`src/rtl/instr_fetch.sv`:
```
// Instruction fetch: one outstanding imem read at a time, results buffered
// in a small in-order queue for the decoder; redirect flushes everything.
module instr_fetch #(
    parameter int PC_WIDTH    = 8,
    parameter int INSTR_WIDTH = 32,
    parameter int QUEUE_DEPTH = 2
) (
    input  logic                   clk,
    input  logic                   rst,
    input  logic [PC_WIDTH-1:0]    pc,
    input  logic                   pc_valid,
    output logic                   pc_ready,
    input  logic                   redirect,
    output logic                   imem_req,
    output logic [PC_WIDTH-1:0]    imem_addr,
    input  logic                   imem_ack,
    input  logic [INSTR_WIDTH-1:0] imem_rdata,
    output logic [INSTR_WIDTH-1:0] instr,
    output logic [PC_WIDTH-1:0]    instr_pc,
    output logic                   instr_valid,
    input  logic                   instr_ready
);

    localparam int PTR_W = (QUEUE_DEPTH > 1) ? $clog2(QUEUE_DEPTH) : 1;
    localparam int CNT_W = PTR_W + 1;
    localparam logic [CNT_W-1:0] DEPTH_C = CNT_W'(QUEUE_DEPTH);

    typedef enum logic [1:0] {
        IDLE,
        WAIT,
        DROP
    } state_t;

    state_t                 state_q;
    state_t                 state_d;
    logic [PC_WIDTH-1:0]    addr_q;
    logic [INSTR_WIDTH-1:0] data_mem [QUEUE_DEPTH];
    logic [PC_WIDTH-1:0]    pc_mem   [QUEUE_DEPTH];
    logic [PTR_W-1:0]       rd_ptr;
    logic [PTR_W-1:0]       wr_ptr;
    logic [CNT_W-1:0]       count;
    logic                   accept;
    logic                   push;
    logic                   pop;
    logic                   not_empty;

    // Fetches only start from IDLE, so the outstanding slot is implicit
    assign not_empty = (count != '0);
    assign pc_ready  = rst && (state_q == IDLE) && (count < DEPTH_C) && !redirect;
    assign accept    = pc_valid && pc_ready;
    assign push      = (state_q == WAIT) && imem_ack && !redirect;
    assign pop       = not_empty && instr_ready && !redirect;

    assign imem_req    = (state_q != IDLE);
    assign imem_addr   = addr_q;
    assign instr_valid = not_empty;
    assign instr       = not_empty ? data_mem[rd_ptr] : '0;
    assign instr_pc    = not_empty ? pc_mem[rd_ptr] : '0;

    always_ff @(posedge clk or negedge rst) begin
        if (!rst) begin
            state_q <= IDLE;
        end else begin
            state_q <= state_d;
        end
    end

    always_comb begin
        state_d = state_q;
        unique case (state_q)
            IDLE: if (accept) state_d = WAIT;
            WAIT: begin
                if (imem_ack) begin
                    state_d = IDLE;
                end else if (redirect) begin
                    state_d = DROP;
                end
            end
            DROP: if (imem_ack) state_d = IDLE;
            default: state_d = IDLE;
        endcase
    end

    always_ff @(posedge clk or negedge rst) begin
        if (!rst) begin
            addr_q <= '0;
        end else if (accept) begin
            addr_q <= pc;
        end
    end

    always_ff @(posedge clk or negedge rst) begin
        if (!rst) begin
            rd_ptr <= '0;
            wr_ptr <= '0;
            count  <= '0;
        end else if (redirect) begin
            rd_ptr <= '0;
            wr_ptr <= '0;
            count  <= '0;
        end else begin
            if (push) wr_ptr <= wr_ptr + PTR_W'(1);
            if (pop)  rd_ptr <= rd_ptr + PTR_W'(1);
            unique case ({push, pop})
                2'b10:   count <= count + CNT_W'(1);
                2'b01:   count <= count - CNT_W'(1);
                default: count <= count;
            endcase
        end
    end

    // Storage needs no reset: validity is tracked by count alone
    always_ff @(posedge clk) begin
        if (push) begin
            data_mem[wr_ptr] <= imem_rdata;
            pc_mem[wr_ptr]   <= addr_q;
        end
    end

endmodule

```
`config.mk`:
```
export PLATFORM = sky130hd
export DESIGN_NAME = instr_fetch
export DESIGN_NICKNAME = d
export VERILOG_FILES = /design/src/rtl/instr_fetch.sv
export SDC_FILE = /design/constraint.sdc
export NUM_CORES = 1
export LEC_CHECK = 0
export ABC_CLOCK_PERIOD_IN_PS = 3500
export BUFFER_PORTS_ARGS = -buffer_cell sky130_fd_sc_hd__buf_4
export CAP_MARGIN = 20
export CORE_MARGIN = 5
export CORE_UTILIZATION = 47
export CTS_CLUSTER_DIAMETER = 200
export DETAILED_ROUTE_END_ITERATION = 10
export GPL_TIMING_DRIVEN = 0
export PLACE_DENSITY = 0.75
export SLEW_MARGIN = 20
export SYNTH_ARGS = -nofsm -noshare
export SYNTH_HDL_FRONTEND = slang
export SYNTH_SLANG_ARGS = --single-unit
```
`constraint.sdc`:
```
create_clock -name clk -period 3.5 [get_ports clk]
set_clock_uncertainty 0.15 [all_clocks]
set_input_delay 0.35 -clock clk [delete_from_list [all_inputs] [get_ports clk]]
set_output_delay 0.35 -clock clk [all_outputs]
set_load 0.005 [all_outputs]
```
### Yosys cells after proc, flatten, opt, wreduce, memory -nomap -nowiden

Memories as Yosys holds them, arrays and structs flattened.
Cells that the tools add are included.

| cells by class | value |
|---|---|
| reductions and logical operators | 16 |
| muxes and demuxes | 15 |
| add/subtract/negate cells | 4 |
| equality and inequality tests | 7 |
| $lt $le $gt $ge | 1 |

Operators by type and width:

| operator | count |
|---|---|
| 32-bit two-way mux | 1 |
| 2-bit two-way mux | 5 |
| 1-bit logical AND | 8 |
| 8-bit two-way mux | 1 |
| 2-bit nonzero test | 4 |
| 1-bit two-way mux | 6 |
| 2-bit one-hot mux with 3 select lines | 1 |
| 2-bit by 1-bit == test with 1-bit output, second input constant | 2 |
| 2-bit == test, second input constant | 2 |
| 2-bit inequality test, second input constant | 2 |
| 2-bit one-hot mux with 2 select lines | 1 |
| 3-bit inequality test, second input constant | 1 |
| 3-bit AND reduction | 1 |
| 3-bit nonzero test | 1 |
| 1-bit adder, second input constant | 2 |
| 2-bit by 1-bit adder with 2-bit output, second input constant | 1 |
| 2-bit zero test | 1 |
| 2-bit < comparator, second input constant | 1 |
| 2-bit by 1-bit subtractor with 2-bit output, second input constant | 1 |
| 1-bit zero test | 1 |

| storage, ports and cells | value |
|---|---|
| bits in writable memories | 80 |
| memories kept | 2 |
| logic and storage cells | 50 |
| register bits | 14 |
| output and inout bits | 51 |
| bits of input ports | 46 |

Memory list:

| memory | words | bits a word | rd ports | clocked after memory_dff | write ports | RTL line | text |
|---|---|---|---|---|---|---|---|
| data_mem | 2 | 32 | 1 | 0 | 1 | 37 | `logic [INSTR_WIDTH-1:0] data_mem [QUEUE_DEPTH];` |
| pc_mem | 2 | 8 | 1 | 0 | 1 | 38 | `logic [PC_WIDTH-1:0] pc_mem [QUEUE_DEPTH];` |

### Logic depth before layout (Yosys ltp)

Gate-level depths: netlist of run 1.

| logic depth | value |
|---|---|
| depth in word-level cells | 7 |
| gate-level depth with buffers | 4 |
| gate-level depth less buffers | 3 |

### Worst setup path before layout of run 1

Ideal clock, no wire load.

| timing | value |
|---|---|
| kind | flip-flop to flip-flop |
| from | register state_q[1] |
| to | memory data_mem[0][0] (enable) |
| required time | 2.913 ns |
| buffers on the path | 0 |
| stages on the path, launching flop included | 4 |
| data arrival time | 2.634 ns |
| library setup time | 0.437 ns |
| setup slack | 0.278 ns |
| cell sequence | dfrtp_1 nand3b_1 or2_2 nor2_1 |

| on the way | value |
|---|---|
| longest elaborated chain between the ends | 5 |

RTL lines:

| element | RTL line | text |
|---|---|---|
| start: declaration | 34 | `state_t state_q;` |
| start signal: assignment | 64 | `state_q <= state_d;` |
| 2-bit by 1-bit == test with 1-bit output | 51 | `assign push = (state_q == WAIT) && imem_ack && !redirect;` |
| 1-bit logical AND (2 in series) | 51 |  |
| 1-bit two-way mux | 114 | `if (push) begin` |
| 1-bit two-way mux (implied by the code) | 115 | `data_mem[wr_ptr] <= imem_rdata;` |
| end: declaration | 37 |  |

No other way between the ends.

### Worst setup path after layout of run 1

| timing | value |
|---|---|
| from | register count[1] |
| to | output instr[16] |

| on the way | value |
|---|---|
| longest elaborated chain between the ends | 2 |

RTL lines:

| element | RTL line | text |
|---|---|---|
| start: declaration | 41 | `logic [CNT_W-1:0] count;` |
| start signal: assignment | 105 | `2'b10: count <= count + CNT_W'(1);` |
| start signal: assignment | 106 | `2'b01: count <= count - CNT_W'(1);` |
| start signal: assignment | 107 | `default: count <= count;` |
| 2-bit nonzero test | 48 | `assign not_empty = (count != '0);` |
| 32-bit two-way mux | 57 | `assign instr = not_empty ? data_mem[rd_ptr] : '0;` |
| end: declaration | 18 | `output logic [INSTR_WIDTH-1:0] instr,` |

No other way between the ends.

==> results of run 1 <==
==> logic make-up after synthesis <==
group,after synthesis,synth area share [%]
flip-flops,94,75.2
AND/OR/NAND/NOR,58,7.04
multiplexers,48,14.2
buffers and inverters,15,1.88
AO/OA/AOI/OAI,7,1.20
XOR/XNOR,2,0.479
==> Yosys cell counts (all sizes together) <==
library cell,count
a21oi,3
and3,1
and3b,1
buf,5
clkbuf,5
dfrtp,14
edfxtp,80
inv,5
mux2,8
mux2i,40
nand2b,2
nand3b,2
nor2,46
nor2b,1
nor3,2
o21ai,2
o311a,1
o41ai,1
or2,2
or4,1
xnor2,1
xor2,1
==> per-layer routing <==
metal / global-route usage [%] / wire (um) / part of all wire [%]
met1: 17.2 / 2880 / 42
met3: 4.00 / 367 / 5.3
met5: 0 / 0 / 0
met4: 5.36 / 63 / 0.91
met2: 26.1 / 3620 / 52
==> sequential cells by signal, indices dropped and copies added, names as in the netlist <==
name	cells
data_mem	64
count	2
wr_ptr	1
state_q	2
rd_ptr	1
imem_addr	8
pc_mem	16
==> final cells by class <==
type / count / area [um2]
sequential: 94 / 2750
clock inverter: 4 / 76.3
multi-input combinational: 115 / 855
inverter: 5 / 18.8
tap: 102 / 128
timing repair buffer: 100 / 813
clock buffer: 12 / 165
fill: 605 / 2790
buffer: 10 / 50.0
==> path summary, 6_finish.rpt <==
check	slack (ns)	cells past startpoint	endpoint
setup / recovery	1.15	4	instr[16]
hold / removal	0.03	2	state_q[1]
setup reg to reg	1.21	4	pc_mem[1][3]
hold reg to reg	0.37	0	pc_mem[0][2]
max in group asynchronous	2.78	2	wr_ptr
min in group asynchronous	0.23	2	imem_addr[1]
==> power breakdown <==
part / leakage, nW / total, mW / internal (mW) / switching [mW]
registers: 0.899 / 1.29 / 1.26 / 0.0284
clock network: 0.119 / 0.820 / 0.464 / 0.357
logic: 0.844 / 0.188 / 0.120 / 0.0681
==> worst max-delay path, cell delays in order, from the launching register on <==
cell and delay, ns:
dfrtp_1 0.45, nor2_1 0.30, clkbuf_1 0.46, nor2_1 0.13, buf_4 0.16
==> stage by stage <==
stage | hold slack, ns | instance area, um2 | setup TNS (ns) | power [mW]
global placement | 0.0641 | 4510 | -62.14 | 1.49
floorplan | -0.0956 | 3660 | 0 | 1.38
finish | 0.0309 | 4860 | 0 | 2.30
global route | 0.00904 | 4860 | 0 | 2.39
detailed placement | 0.0667 | 4610 | 0 | 1.50
CTS | 0.0146 | 4860 | 0 | 2.32
==> summary.md, run 1 <==
| Metric | Value |
|---|---|
| Status | `complete, no violations` |
| Register bit total from synthesis | `94` |
| Wire length per cell | `around 16 um` |
| GRT Total Usage | `14.8%` |
| Average cell area after synthesis | `16.3 um2` |
| RSZ-0062 raised after global routing | `no` |
| Non-filler cells in the finished layout | `approximately 440` |
| Hold wc startpoint | `imem_ack` |
| Post-Synthesis Net Count | `270` |
| Endpoints failing setup | `0` |
| Io pins | `97` |
| Layout cells sized above 1 | `between 30% and 40%` |
| Pre-CTS setup slack | `between 1 and 1.5 ns` |
| Post-CTS setup buffers | `0` |
| Min-Delay Path Class | `input port to register` |
| Starting Density | `approximately 48%` |
| Grt total ovfl | `0` |
| Synth area leader | `edfxtp_1` |
| Fin crit period | `~2.3 ns` |
| Slew HR | `60.1%` |
| Ys Warns | `0` |
| CP endpoint kind | `output pin` |
| Max Clock Freq | `~430 MHz` |
| Pre-antenna DRT Iters | `4` |
| CTS buffer count | `9` |
| Final ANT Viol Nets | `0` |
| Synth area leaders | `edfxtp_1, mux2i_1, dfrtp_1, nor2_1, mux2_4` |
| Initial antenna violation count | `0` |
| Post_cts resized | `0` |
| H-tree depth | `3` |
| Root Driver | `clkbuf_8` |
| Clk sinks | `94` |
| Fin. Hold Viols | `0` |
| Area share of the largest cell type after synthesis | `between 60% and 70%` |
| DP Wirelength | `4880 um` |
| Most common cell after layout, fill and taps aside | `buf_4` |
| CTS Hold Bufs | `1` |
| Die Y | `just under 100 um` |
| Seq/Total Area, Yosys | `75.2%` |
| Row count | `32` |
| Critical path class | `register to output pin` |
| First-pass GRT wire length | `11100 um` |
| CP arrival | `1.85 ns` |
| VDD IR max | `about 0.34 mV` |
| Drt initial violations | `73` |
| Max_cap viols | `0` |
| Startpoint Class | `register` |
| Routed WL | `~6900 um` |
| Nets@finish | `~380` |
| Mapped Area | `3660 um2` |
| FF-to-FF Start | `state_q[1]` |
| Setup WS post-layout | `around 1.2 ns` |
| Die X | `98.3 um` |
| Die area | `between 9000 and 10000 um2` |
| Netlist cell types | `24` |
| DRC | `0` |
| Diodes inserted | `0` |
| Area growth syn-to-layout | `32.7%` |
| RePlAce Congestion | `roughly 0.7` |
| Vias in the first global route | `between 2k and 2.5k` |
| Post-Synthesis Cells | `~220` |
| Slew Viols, Final | `0` |
| Core region area | `between 7000 and 8000 um2` |
| Clock-pin slew on the worst setup and hold paths | `about 0.08 ns` |
| CTS tree | `built` |
| Period utilisation layout | `between 60% and 70%` |
| Via count | `approximately 2.1k` |
| Clock Path Buffers | `2` |
| Pin count of the biggest net entering global routing | `24` |
| PortBufs | `96` |
| Worst skew pair latency | `roughly 0.34 ns` |
| Post-layout util | `between 60 and 70%` |
| DR vias/cell | `approximately 4.8` |
| CP max FO | `10` |
| Slew @ Worst Pin | `between 0.5 and 0.6 ns` |
| Worst EP required | `3.00 ns` |
| Leak pwr | `around 1.9 nW` |
| Most frequent cells in the layout | `buf_4, edfxtp_1, nor2_1, mux2i_1, dfrtp_1` |
| Crit. Startpoint | `count[1]` |
| Placed cell count | `roughly 430` |
| Pwr/cell area | `roughly 470 nW/um2` |
(Power assumes the default switching activity.)
==> run 2, diff against run 1 <==
--- a/config.mk
+++ b/config.mk
@@ -5,7 +5,8 @@
 export SDC_FILE = /design/constraint.sdc
 export NUM_CORES = 1
 export LEC_CHECK = 0
-export ABC_CLOCK_PERIOD_IN_PS = 3500
+export ABC_AREA = 1
+export ABC_CLOCK_PERIOD_IN_PS = 1900
 export BUFFER_PORTS_ARGS = -buffer_cell sky130_fd_sc_hd__buf_4
 export CAP_MARGIN = 20
 export CORE_MARGIN = 5
==> constraint.sdc (replaced) <==
create_clock -name clk -period 1.9 [get_ports clk]
set_clock_uncertainty 0.15 [all_clocks]
set_input_delay 0.19 -clock clk [delete_from_list [all_inputs] [get_ports clk]]
set_output_delay 0.19 -clock clk [all_outputs]
set_load 0.005 [all_outputs]
==> run 2 against run 1 <==
Compared with the run above: via count rose by 28%; setup slack got worse by 1.1 ns; sequential cell count stayed put; largest power group unchanged; largest cell class unchanged.
==> summary.md, run 2 <==
| Metric | Value |
|---|---|
| Average cell area after synthesis | `12.4 um2 (-24%)` |
| Primary FF master, synth | `edfxtp_1` |
| Dpl cell area | `4590 um2 (-0.35%)` |
| Vias in the first global route | `2775 (+24%)` |
| Commonest cells in the netlist | `nand2_1, edfxtp_1, a21oi_1` |
| CTS buffer count | `9 (unchanged)` |
| Diodes inserted | `0 (unchanged)` |
| Clock Path Buffers | `2 (unchanged)` |
| Ys Warns | `0 (unchanged)` |
| Fin crit period | `between 1.5 and 2 ns` |
| Most common cell after layout, fill and taps aside | `buf_4` |
| Worst skew pair latency | `0.35 ns (about the same)` |
| Clk sinks | `94 (unchanged)` |
| VDD IR max | `0.652 mV (+90%)` |
| Io pins | `97 (unchanged)` |
| Max reg flops | `64 (unchanged)` |
| Pre-antenna DRT Iters | `4 (unchanged)` |
| Clock-pin slew on the worst setup and hold paths | `0.09 ns (about the same)` |
| Startpoint Class | `register` |
| Layout cells sized above 1 | `35.0% (-4.1 points)` |
| Switching portion of total power | `30.8% (+11 points)` |
| Post-Synthesis Net Count | `343 (+27%)` |
| Post-route setup TNS | `0 ns (unchanged)` |
| Max Clock Freq | `531 MHz` |
| Initial antenna violation count | `0 (unchanged)` |
| RSZ-0062 raised after global routing | `yes` |
| P_sw | `1.70 mW (+280%)` |
| Row count | `32 (unchanged)` |
| CP endpoint kind | `output pin` |
| First-pass GRT wire length | `13100 um (+18%)` |
| RePlAce Congestion | `0.719 (+2.7%)` |
| DR vias/cell | `4.79 (about the same)` |
| Die Y | `98.6 um (+0.36%)` |
| Routed WL | `8240 um (+19%)` |
| Drt initial violations | `118 (+62%)` |
| Slew HR | `66.4% (+6.3 points)` |
| Grt total ovfl | `0 (unchanged)` |
| Pin count of the biggest net entering global routing | `21 (-13%)` |
| FF-to-FF Start | `state_q[0]` |
| Most frequent cell after synthesis | `nand2_1` |
| Setup WS post-layout | `0.0183 ns (-1.14 ns)` |
| Critical path class | `register to output pin` |
| R2R setup slack | `0.10 ns (-1.11 ns)` |
| Core region area | `7690 um2 (+0.52%)` |
| Area growth syn-to-layout | `43.9%` |
| Finished Cell Area | `5310 um2 (+9.3%)` |
| Nets@finish | `504 (+32%)` |
| Sequential group share of total power | `45.7% (-10 points)` |
| GRT Total Usage | `17.1% (+2.3 points)` |
| Slew @ Worst Pin | `0.503 ns (-0.0942 ns)` |
| Post-Synthesis Cells | `297 (+33%)` |
| Largest Register | `data_mem` |
| DRC | `0 (unchanged)` |
| Leak pwr | `2.22 nW (+19%)` |
| Worst EP required | `1.56 ns (-1.44 ns)` |
| Register bit total from synthesis | `94 (unchanged)` |
| Clk pwr share | `21.0% (-15 points)` |
| Endpoints failing setup | `0 (unchanged)` |
| Period utilisation layout | `99.0%` |
| CP arrival | `1.54 ns (-0.31 ns)` |
| Min-Delay Path Class | `input port to async pin` |
| CTS tree | `built` |
| Wire length per cell | `14.6 um (-7.0%)` |
| Crit Reg-Reg Endpoint | `data_mem[0][2]` |
| Crit. Startpoint | `rd_ptr` |
| Slew Viols, Final | `0 (unchanged)` |
| FILL cells | `567 (-6.3%)` |
| Gate power share | `33.3% (+25 points)` |
| Starting Density | `48.0% (+0.13 points)` |
| Status | `complete, no violations` |
| Power, Total | `5.52 mW (+140%)` |
| Placed cell count | `497 (+17%)` |
| Power Internal | `3.82 mW (+110%)` |
| Worst reg-to-reg path cell count | `4 (unchanged)` |
| H-tree depth | `3 (unchanged)` |
| Async SR Flop Fraction | `14.9% (unchanged)` |
| EDFF count, synth | `80 (unchanged)` |
| Mapped Area | `3690 um2 (+0.79%)` |
| Pwr/cell area | `1040 nW/um2 (+120%)` |
| Seq/Total Area, Yosys | `74.6% (-0.59 points)` |
| Netlist cell types | `22 (-8.3%)` |
| Final ANT Viol Nets | `0 (unchanged)` |
| Fin. Hold Viols | `0 (unchanged)` |
| Die area | `9720 um2 (+0.71%)` |
| Synth area leader | `edfxtp_1` |
| PortBufs | `96 (unchanged)` |
| Setup crit end | `instr_pc[6]` |
| Most frequent cells in the layout | `buf_4, nand2_1, edfxtp_1, dlygate4sd3_1, a21oi_1` |
| Area share of the largest cell type after synthesis | `65.1% (-0.51 points)` |
| CP max FO | `10 (unchanged)` |
| Synth area leaders | `edfxtp_1, nand2_1, dfrtp_1, a21oi_1, buf_2` |
| Pre-CTS setup slack | `-0.316 ns (-1.49 ns)` |
| Max_cap viols | `0 (unchanged)` |
| Root Driver | `clkbuf_8` |
| Via count | `2705 (+28%)` |
| Die X | `98.6 um (+0.36%)` |
| DP Wirelength | `5080 um (+4.2%)` |
| Non-filler cells in the finished layout | `565 (+28%)` |
==> run 2: changes by cell type after synthesis, sizes merged, moves of 6 or more <==
cell / previous run / this run
nand2: 0 / 114
buf: 5 / 13
nand3: 0 / 6
mux2: 8 / 0
inv: 5 / 14
a21oi: 3 / 40
nor2: 46 / 6
mux2i: 40 / 0
==> run 2: power by group through the flow <==
stage | logic, mW | clock network (mW) | registers [mW]
2_1_floorplan | 0.744 | 0 | 2.55
3_3_place_gp | 1.63 | 0 | 2.56
3_5_place_dp | 1.66 | 0 | 2.57
4_1_cts | 1.78 | 1.19 | 2.53
5_1_grt | 2.02 | 1.27 | 2.55
6_report | 1.84 | 1.16 | 2.53
==> run 2: what timing repair did <==
item / CTS / global route
hold buffers: 44 / 0
endpoints found under the hold margin: 89 / 0
gates resized for setup: 10 / 7
cloned: 1 / 0
endpoints found under the setup margin: 78 / 63
buffers inserted: 4 / 3
pin swaps: 1 / 1
==> run 2: critical path: stages, from the launching register on <==
cell,delay (ns)
dfrtp_1,0.36
buf_2,0.15
inv_2,0.12
buf_6,0.16
nand2_1,0.07
a21oi_1,0.18
buf_4,0.15
==> run 2: cell type report <==
type | count | area (um2) | area share, %
clock buffers | 9 | 124 | 2.33
clock inverters | 7 | 48.8 | 0.919
well taps | 102 | 128 | 2.40
flip-flops and latches | 94 | 2750 | 51.9
inverters | 14 | 66.3 | 1.25
repair buffers | 149 | 1240 | 23.4
multi-input cells | 176 | 837 | 15.8
repair inverters | 1 | 7.51 | 0.141
plain buffers | 13 | 100 | 1.89
==> run 2: how the worst min path moves through the flow <==
stage	startpoint	to	slack, ns
floorplan	rst	count[0]	-0.26
global placement	rst	imem_addr[5]	-0.1
detailed placement	rst	imem_addr[5]	-0.09
CTS	rst	imem_addr[5]	0.05
global route	rst	imem_addr[5]	0.09
finish	rst	imem_addr[2]	0.08
==> run 2: stage by stage <==
| step | util (%) | hold WS [ns] |
|---|---|---|
| detailed placement | 59.7 | -0.0942 |
| CTS | 68.5 | 0.0513 |
| floorplan | - | -0.256 |
| global route | 69.1 | 0.0930 |
| global placement | 59.3 | -0.0958 |
| finish | 69.1 | 0.0847 |
==> run 2: metal layers <==
metal,routed length [um],GRT usage (%),vias to the layer above
li1,-,-,1340
met1,3320,19.6,1280
met2,4340,31.1,77
met3,479,3.75,8
met4,98,6.51,0
met5,0,0,-
==> run 2: logic make-up (layout without fill, tap and decap cells) <==
logic type | Yosys count | count (layout) | synth area share [%]
AND/OR/NAND/NOR | 132 | 132 | 15.9
flip-flops | 94 | 94 | 74.6
buffers and inverters | 27 | 193 | 3.46
AO/OA/AOI/OAI | 44 | 44 | 6.04
==> run 3, diff against run 2 <==
--- a/config.mk
+++ b/config.mk
@@ -15,6 +15,7 @@
 export DETAILED_ROUTE_END_ITERATION = 10
 export GPL_TIMING_DRIVEN = 0
 export PLACE_DENSITY = 0.75
+export RECOVER_POWER = 50
 export SLEW_MARGIN = 20
 export SYNTH_ARGS = -nofsm -noshare
 export SYNTH_HDL_FRONTEND = slang
==> run 3 against run 2 <==
Compared with the run above: non-clock buffer count unchanged; critical path depth did not move; sequential cell count did not move; via count is 0.11% lower; largest power group unchanged.
==> summary.md, run 3 (synthesized netlist as in run 2, its figures left out) <==
| Metric | Value |
|---|---|
| Status | `complete, no violations` |
| Most common cell after layout, fill and taps aside | `nand2_1` |
| Period utilisation layout | `98.8% (-0.20 points)` |
| Nets@finish | `504 (unchanged)` |
| Clock-pin slew on the worst setup and hold paths | `0.09 ns (about the same)` |
| FILL cells | `580 (+2.3%)` |
| Clk sinks | `94 (unchanged)` |
| CP max FO | `10 (unchanged)` |
| Core region area | `7690 um2 (unchanged)` |
| Die X | `98.6 um (unchanged)` |
| Power, Total | `5.51 mW (-0.23%)` |
| RePlAce Congestion | `0.719 (unchanged)` |
| Post-route setup TNS | `0 ns (unchanged)` |
| Critical path class | `register to output pin` |
| Die Y | `98.6 um (unchanged)` |
| FF-to-FF Start | `state_q[0]` |
| DRC | `0 (unchanged)` |
| Routed WL | `8230 um (about the same)` |
| Worst skew pair latency | `0.35 ns (about the same)` |
| Max reg flops | `64 (unchanged)` |
| P_sw | `1.70 mW (-0.17%)` |
| VDD IR max | `0.650 mV (-0.25%)` |
| CP endpoint kind | `output pin` |
| Via count | `2702 (-0.11%)` |
| Slew HR | `66.6% (+0.23 points)` |
| PortBufs | `96 (unchanged)` |
| Worst path max stage delay | `0.36 ns (about the same)` |
| Pre-antenna DRT Iters | `5 (+1)` |
| Leak pwr | `2.18 nW (-1.5%)` |
| Diodes inserted | `0 (unchanged)` |
| Multi-input gate area | `837 um2 (unchanged)` |
| H-tree depth | `3 (unchanged)` |
| GRT Total Usage | `17.1% (unchanged)` |
| Slew Viols, Final | `0 (unchanged)` |
| Grt total ovfl | `0 (unchanged)` |
| Vias in the first global route | `2775 (unchanged)` |
| Root Driver | `clkbuf_8` |
| Max Clock Freq | `533 MHz (+0.21%)` |
| Pwr/cell area | `1040 nW/um2 (+0.34%)` |
| Crit Reg-Reg Endpoint | `data_mem[0][2]` |
| Fin crit period | `1.88 ns (-0.00389 ns)` |
| Most frequent cells in the layout | `nand2_1, edfxtp_1, buf_4, dlygate4sd3_1, a21oi_1` |
| Slew @ Worst Pin | `0.499 ns (-0.00341 ns)` |
| Finished Cell Area | `5280 um2 (-0.57%)` |
| RSZ-0062 raised after global routing | `yes` |
| Layout cells sized above 1 | `33.3% (-1.7 points)` |
| Max_cap viols | `0 (unchanged)` |
| Min-Delay Path Class | `input port to async pin` |
| CTS buffer count | `9 (unchanged)` |
| DP Wirelength | `5080 um (unchanged)` |
| Gate power share | `33.1% (-0.2 points)` |
| R2R setup slack | `0.10 ns (about the same)` |
| Slowest CP cell | `dfrtp_1` |
| Starting Density | `48.0% (unchanged)` |
| DR vias/cell | `4.78 (-0.11%)` |
| Area growth syn-to-layout | `43.1%` |
| Final ANT Viol Nets | `0 (unchanged)` |
| FF/Latch Area | `2750 um2 (unchanged)` |
| Worst reg-to-reg path cell count | `4 (unchanged)` |
| Wire length per cell | `14.6 um (about the same)` |
| Sequential group share of total power | `45.9% (+0.2 points)` |
| Drt initial violations | `119 (+0.85%)` |
| Io pins | `97 (unchanged)` |
| Startpoint Class | `register` |
| Clock Path Buffers | `2 (unchanged)` |
| Largest Register | `data_mem` |
| First-pass GRT wire length | `13100 um (unchanged)` |
| Fin. Hold Viols | `0 (unchanged)` |
| Worst EP required | `1.56 ns (about the same)` |
| Crit path cell chain | `buf_2, inv_2, buf_6, nand2_1, a21oi_1, buf_4` |
| Die area | `9720 um2 (unchanged)` |
| Endpoints failing setup | `0 (unchanged)` |
| CP arrival | `1.54 ns (about the same)` |
| Switching portion of total power | `30.8% (about the same)` |
| CTS tree | `built` |
| Row count | `32 (unchanged)` |
| Dpl cell area | `4590 um2 (unchanged)` |
| Clk pwr share | `21.0% (about the same)` |
| Power Internal | `3.81 mW (-0.25%)` |
| Pin count of the biggest net entering global routing | `21 (unchanged)` |
| Initial antenna violation count | `0 (unchanged)` |
run 3: repair_timing:
action                     4_1_cts  5_1_grt
hold endpoints to repair        89        0
gates cloned                     1        0
gates resized for setup         10        7
pin swaps                        1        1
hold buffers                    44        0
buffers inserted                 4        3
setup endpoints to repair       78       63
run 3: power by group through the flow:
stage | Sequential (mW) | Combinational (mW) | Clock, mW
after floorplan | 2.55 | 0.744 | 0
after CTS | 2.53 | 1.78 | 1.19
after global placement | 2.56 | 1.63 | 0
after detailed placement | 2.57 | 1.66 | 0
after global routing | 2.55 | 2.01 | 1.27
final | 2.53 | 1.82 | 1.16
run 3: how the worst max path moves through the flow:
stage	start	end	slack [ns]	depth (start not counted)
floorplan	state_q[1]	data_mem[1][0]	-0.21	3
global placement	state_q[1]	data_mem[1][25]	-0.74	3
detailed placement	state_q[0]	data_mem[0][25]	-0.32	4
CTS	rd_ptr	instr[13]	0.02	6
global route	imem_ack	pc_mem[0][2]	-0.06	6
finish	rd_ptr	instr_pc[6]	0.02	6
run 3: final cells by class:
| type | instances | area share (%) |
|---|---|---|
| clock inverter | 7 | 0.924 |
| multi-input combinational | 176 | 15.9 |
| tap | 102 | 2.42 |
| inverter | 14 | 1.26 |
| buffer | 13 | 1.90 |
| timing repair inverter | 1 | 0.142 |
| sequential | 94 | 52.2 |
| timing repair buffer | 149 | 23.0 |
| clock buffer | 9 | 2.35 |
run 3: layer usage:
| layer | vias to the layer above | wire length [um] | GRT usage (%) |
|---|---|---|---|
| met5 | - | 0 | 0 |
| met4 | 0 | 98 | 6.51 |
| met3 | 8 | 499 | 3.75 |
| met2 | 77 | 4390 | 31.1 |
| met1 | 1277 | 3250 | 19.6 |
| li1 | 1340 | - | - |
run 3: worst max-delay path: cells and delay by family, from the launching register on:
family                 cells  cell delay [ns]
buffers and inverters      4             0.58
and+or+nand+nor            1             0.07
DFF                        1             0.36
AOI/OAI and AO/OA          1             0.18
run 3: per-stage QoR:
stage | utilization (%) | instances | hold WS [ns] | worst slack (ns)
final | 68.7 | 565 | 0.0849 | 0.0222
after CTS | 68.5 | 562 | 0.0513 | 0.0220
after global routing | 68.7 | 565 | 0.0930 | -0.0599
after detailed placement | 59.7 | 497 | -0.0942 | -0.316
after floorplan | - | 297 | -0.256 | -0.210
after global placement | 59.3 | 495 | -0.0958 | -0.740
